File: src/rtl/sic1_host_seq.sv
// sic1_host_seq: host-side command sequencer for the SIC-1 SUBLEQ core.
// Turns SET_PC / WRITE / RUN / STEP commands into core_set_pc, core_set_data
// and core_run pin activity, and reports how each run ended.
// Optional feature: define SIC1_SEQ_ICOUNT_EN for a 16-bit saturating
// retired-instruction counter on icount (tied to 0 otherwise).
module sic1_host_seq #(
   parameter int unsigned BUDGET_W = 8
) (
   input  logic                clk,
   input  logic                rst_n,
   input  logic                cmd_valid,
   output logic                cmd_ready,
   input  logic [1:0]          cmd_op,
   input  logic [BUDGET_W-1:0] cmd_data,
   input  logic                abort,
   input  logic                core_halted,
   output logic [7:0]          core_ui_in,
   output logic                core_set_pc,
   output logic                core_set_data,
   output logic                core_run,
   output logic                busy,
   output logic                done,
   output logic [1:0]          status,
   output logic [15:0]         icount
);

   typedef enum logic [2:0] {
      S_IDLE, S_APPLY, S_RUNNING, S_STOPPING, S_DONE
   } state_t;

   typedef enum logic [1:0] {
      OP_SET_PC = 2'd0, OP_WRITE = 2'd1, OP_RUN = 2'd2, OP_STEP = 2'd3
   } op_t;

   typedef enum logic [1:0] {
      ST_BUDGET = 2'd0, ST_SELF_HALT = 2'd1, ST_START_FAIL = 2'd2, ST_ABORTED = 2'd3
   } stat_t;

   state_t              state_q, state_d;
   logic [7:0]          ui_q, ui_d;
   logic                set_pc_q, set_pc_d;
   logic                set_data_q, set_data_d;
   logic                run_q, run_d;
   logic                busy_q, busy_d;
   logic                done_q, done_d;
   stat_t               status_q, status_d;
   stat_t               pend_q, pend_d;
   logic                phase_q, phase_d;
   logic [1:0]          age_q, age_d;
   logic                lim_q, lim_d;
   logic [BUDGET_W-1:0] rem_q, rem_d;
   logic [15:0]         icnt_q, icnt_d;
   logic                accept;
   logic                core_active;
   logic                retire;

   assign cmd_ready     = (state_q == S_IDLE);
   assign core_ui_in    = ui_q;
   assign core_set_pc   = set_pc_q;
   assign core_set_data = set_data_q;
   assign core_run      = run_q;
   assign busy          = busy_q;
   assign done          = done_q;
   assign status        = status_q;

`ifdef SIC1_SEQ_ICOUNT_EN
   assign icount = icnt_q;
`else
   assign icount = '0;
`endif

   // Next-state and next-output computation for the whole sequencer
   always_comb begin
      state_d    = state_q;
      ui_d       = ui_q;
      set_pc_d   = 1'b0;
      set_data_d = 1'b0;
      run_d      = run_q;
      status_d   = status_q;
      pend_d     = pend_q;
      phase_d    = phase_q;
      age_d      = age_q;
      lim_d      = lim_q;
      rem_d      = rem_q;
      icnt_d     = icnt_q;

      accept      = cmd_valid && (state_q == S_IDLE);
      // The core keeps cycling while it is not halted, also after run drops
      // (it finishes the instruction in flight), so phase and retire counting
      // continue through STOPPING.
      core_active = ((state_q == S_RUNNING) || (state_q == S_STOPPING)) && !core_halted;
      retire      = core_active && phase_q;

      if (core_active) begin
         phase_d = ~phase_q;
      end
      if (retire) begin
         rem_d = rem_q - 1'b1;
`ifdef SIC1_SEQ_ICOUNT_EN
         if (icnt_q != 16'hFFFF) begin
            icnt_d = icnt_q + 16'd1;
         end
`endif
      end

      case (state_q)
         S_IDLE: begin
            if (accept) begin
               case (op_t'(cmd_op))
                  OP_SET_PC: begin
                     ui_d     = cmd_data[7:0];
                     set_pc_d = 1'b1;
                     state_d  = S_APPLY;
                  end
                  OP_WRITE: begin
                     ui_d       = cmd_data[7:0];
                     set_data_d = 1'b1;
                     state_d    = S_APPLY;
                  end
                  default: begin
                     if (op_t'(cmd_op) == OP_STEP) begin
                        rem_d = BUDGET_W'(1);
                        lim_d = 1'b1;
                     end else begin
                        rem_d = cmd_data;
                        lim_d = (cmd_data != '0);
                     end
                     phase_d = 1'b0;
                     age_d   = 2'd0;
                     icnt_d  = '0;
                     run_d   = 1'b1;
                     state_d = S_RUNNING;
                  end
               endcase
            end
         end
         S_APPLY: begin
            state_d = S_IDLE;
         end
         S_RUNNING: begin
            // age: 0 = first run cycle, 1 = start-check cycle, 2 = afterwards
            if (age_q != 2'd2) begin
               age_d = age_q + 2'd1;
            end
            if ((age_q == 2'd1) && core_halted) begin
               status_d = ST_START_FAIL;
               run_d    = 1'b0;
               state_d  = S_DONE;
            end else if ((age_q == 2'd2) && core_halted) begin
               status_d = ST_SELF_HALT;
               run_d    = 1'b0;
               state_d  = S_DONE;
            end else if (lim_q && !core_halted && !phase_q && (rem_q == BUDGET_W'(1))) begin
               // READ_INST of the last budgeted instruction: drop run so the
               // core halts right after its READ_DATA cycle.
               pend_d  = ST_BUDGET;
               run_d   = 1'b0;
               state_d = S_STOPPING;
            end else if (abort) begin
               pend_d  = ST_ABORTED;
               run_d   = 1'b0;
               state_d = S_STOPPING;
            end
         end
         S_STOPPING: begin
            if (core_halted) begin
               status_d = pend_q;
               state_d  = S_DONE;
            end
         end
         S_DONE: begin
            state_d = S_IDLE;
         end
         default: begin
            state_d = S_IDLE;
            run_d   = 1'b0;
         end
      endcase

      busy_d = (state_d != S_IDLE);
      done_d = (state_d == S_DONE);
   end

   // State and registered outputs, synchronous active-low reset
   always_ff @(posedge clk) begin
      if (!rst_n) begin
         state_q    <= S_IDLE;
         ui_q       <= '0;
         set_pc_q   <= 1'b0;
         set_data_q <= 1'b0;
         run_q      <= 1'b0;
         busy_q     <= 1'b0;
         done_q     <= 1'b0;
         status_q   <= ST_BUDGET;
         pend_q     <= ST_BUDGET;
         phase_q    <= 1'b0;
         age_q      <= 2'd0;
         lim_q      <= 1'b0;
         rem_q      <= '0;
         icnt_q     <= '0;
      end else begin
         state_q    <= state_d;
         ui_q       <= ui_d;
         set_pc_q   <= set_pc_d;
         set_data_q <= set_data_d;
         run_q      <= run_d;
         busy_q     <= busy_d;
         done_q     <= done_d;
         status_q   <= status_d;
         pend_q     <= pend_d;
         phase_q    <= phase_d;
         age_q      <= age_d;
         lim_q      <= lim_d;
         rem_q      <= rem_d;
         icnt_q     <= icnt_d;
      end
   end

endmodule

File: config.mk
export PLATFORM = sky130hd
export DESIGN_NAME = sic1_host_seq
export DESIGN_NICKNAME = d
export VERILOG_FILES = /design/src/rtl/sic1_host_seq.sv
export SDC_FILE = /design/constraint.sdc
export NUM_CORES = 1
export LEC_CHECK = 0
export BUFFER_PORTS_ARGS = -buffer_cell sky130_fd_sc_hd__clkbuf_2
export CORE_MARGIN = 2
export CORE_UTILIZATION = 55
export DETAILED_ROUTE_END_ITERATION = 16
export PLACE_DENSITY = 0.85
export SLEW_MARGIN = 15
export SYNTH_ARGS = -nofsm -noshare
export SYNTH_HDL_FRONTEND = slang
export SYNTH_SLANG_ARGS = --single-unit
File: constraint.sdc
create_clock -name clk -period 4.5 [get_ports clk]
set_input_delay 0.675 -clock clk [delete_from_list [all_inputs] [get_ports clk]]
set_output_delay 0.675 -clock clk [all_outputs]
set_load 0.005 [all_outputs]
==> results.cfg <==
[status]
status = completed

[global_routing]
grt_pass1_vias = 1088
track_usage_pct = 18.8
grt_max_degree = 23
overflow = 0
grt_first_pass_wirelength_mm = 4.82
antenna_found_initial = 0

[timing]
max_freq_ghz = 0.530
skew_ps = 15.1
setup_violations = 0
min_period_over_period_pct = 42.0
slew_headroom_pct = 53.7
grt_setup_unrepaired = false
final-hold-violation-count = 0
setup_tns_ps = 0
slew_violations = 0
worst_pin_slew_ps = 693
min_period_ps = 1890

[clock_tree]
htree_num_levels = 2
post-cts-setup-buffers = 0
cts_root_buf = clkbuf_4
cts_sinks = 31
cts_max_path_buffers = 2
numCtsBuffers = 5
ctsHoldBuffers = 0
cts_tree = yes
path_clk_slew_ps = 100
clk_latency_ps = 340
ctsResizeCount = 0

[logic_synthesis]
synthFlopType = dfxtp_1
yosysTopAreaCellShare_pct = 38.7
ys_types = 42
synth_area_um2 = 1600
async_reset_ff_share_pct = 0
syn-mean-instance-area_um2 = 9.06
synth_edf_count = 0
yosys.area.top_type = dfxtp_1
syn-instance-count = 177
ys_ff_latch = 31
ys_top_cells_by_area = dfxtp_1, buf_4, mux2i_1, nor2_1, ha_1
ys_seq_area_share_pct = 38.7
ys_warn_count = 0

[detailed_routing]
postRouteAntennaNets = 0
wl_mm = 2.86
wl_per_cell_um = 12.1
via_count = 1248
route.detailed.drc = 0
first_iter_violations = 34
vias_per_cell = 5.29
dr.pass1.iters = 4

[floorplan]
die_w_um = 58.0
initial_core_util_pct = 58.1
rows = 19
die_h_um = 58.0
die-area_um2 = 3360
pin_count = 47
fp.coreArea_um2 = 2760

[worst_setup_path]
worstSetupPathType = flip-flop to flip-flop
required_ps = 4770
r2r_cells = 6
setup.worst_path.start_class = flip-flop
critPathCaptureType = flip-flop
worstPathCellList = nor3b_1 -> ha_1 -> nor4b_2 -> nand2_1 -> xor2_1 -> o21ai_0
critical_path_buf_inv_count = 0
timing.rr.start = state_q[1]$_SDFF_PN0_
r2r_end = rem_q[5]$_SDFF_PN0_
cp_slowest_cell = dfxtp_1
worst_path_largest_cell_delay_ps = 530
arrival_ps = 2150
cp_max_fo = 9
crit_family = simple AND/OR/NAND/NOR gates
regToRegSetupSlack_ps = 2610

[worst_hold_path]
hold_end = status[0]$_SDFFE_PN0P_
hold_depth = 2
min_path_type = flip-flop to flip-flop
hold_start = status[0]$_SDFFE_PN0P_

[cells_and_area]
area_growth_pct = 9.29
nets = 224
drive_gt1_share_pct = 22.0
instances_no_fill = 236
layout_commonest_cell = dfxtp_1
final_cell_mix = dfxtp_1, clkbuf_2, nor2_1
diodes = 0

[power_and_ir_drop]
ir_drop_uv = 354
p_leak_nw = 0.749
powerDensity_nw_per_um2 = 342

[placed_design]
routabilityCongestion = 0.818
numPlacedInstances = 228
hpwlAfterDp_mm = 2.17
portBuffers = 30

[run]
maxCapViolations = 0
## power by group
group | switching, W | internal [W] | leakage, nW
Clock | 0.0000991 | 0.000117 | 0.0452
Combinational | 0.0000443 | 0.0000368 | 0.451
Sequential | 0.0000130 | 0.000289 | 0.253
Total | 0.000156 | 0.000442 | 0.749
## metal layers
metal	vias to the layer above	global-route usage (%)	part of all wire [%]
li1	637	-	-
met2	39	30.0	46
met1	566	23.4	45
met4	0	7.97	1.7
met5	-	0	0
met3	6	6.25	7.1
## layout make-up
type | instances | area (µm²)
multi-input combinational | 129 | 835
clock inverter | 3 | 43.8
inverter | 7 | 26.3
sequential | 31 | 621
clock buffer | 5 | 37.5
timing repair buffer | 30 | 150
tap | 31 | 38.8
fill | 236 | 1010
## worst max path at each step
stage | startpoint | end | slack, ps | cells after the start
2_1_floorplan | core_halted | rem_q[5]$_SDFF_PN0_ | 2640 | 6
3_3_place_gp | core_halted | rem_q[5]$_SDFF_PN0_ | 2410 | 7
3_5_place_dp | core_halted | rem_q[5]$_SDFF_PN0_ | 2340 | 7
4_1_cts | state_q[1]$_SDFF_PN0_ | rem_q[5]$_SDFF_PN0_ | 2600 | 6
5_1_grt | state_q[1]$_SDFF_PN0_ | rem_q[5]$_SDFF_PN0_ | 2420 | 6
6_report | state_q[1]$_SDFF_PN0_ | rem_q[5]$_SDFF_PN0_ | 2610 | 6
## metrics by stage
stage          area [µm²]  power, W  hold WS [ps]  setup slack, ps  util (%)
2_1_floorplan        1660  0.000376           448             2640         -
3_3_place_gp         1670  0.000387           438             2410      60.6
3_5_place_dp         1670  0.000389           448             2340      60.6
4_1_cts              1750  0.000604           462             2600      63.5
5_1_grt              1750  0.000630           483             2420      63.5
6_report             1750  0.000599           460             2610      63.5
## registers in the layout (all words and copies together), names as in the netlist, 2 cells and up
name / cells
rem_q: 8
age_q: 2
state_q: 3
core_ui_in: 8
status: 2
## cells in the mapped netlist (4+ instances only)
cell type / instances
nand2_1: 13
nor3_1: 4
nor2_1: 18
mux2i_1: 9
inv_1: 7
a21oi_1: 9
xnor2_1: 4
ha_1: 5
buf_4: 18
clkbuf_1: 4
o21ai_0: 5
dfxtp_1: 31
## cell families (layout without fill, tap and decap cells)
kind of cell | after synthesis | in the layout | synth area share (%)
muxes | 9 | 9 | 5.62
other | 1 | 16 | 0.234
xor gates and xnor gates | 7 | 7 | 3.83
AOI/OAI and AO/OA | 27 | 27 | 11.1
DFF | 31 | 31 | 38.7
buffers and inverters | 32 | 45 | 12.7
and+or+nand+nor | 65 | 65 | 23.9
adders and majority gates | 5 | 5 | 3.90
## worst reg2reg max path, delay by kind of cell (launching register included)
family                     cells  cell delay [ps]
xor gates and xnor gates       1              150
and+or+nand+nor                3              730
DFF                            1              530
AOI/OAI and AO/OA              1              140
adders and majority gates      1              300
(Power assumes the default switching activity.)
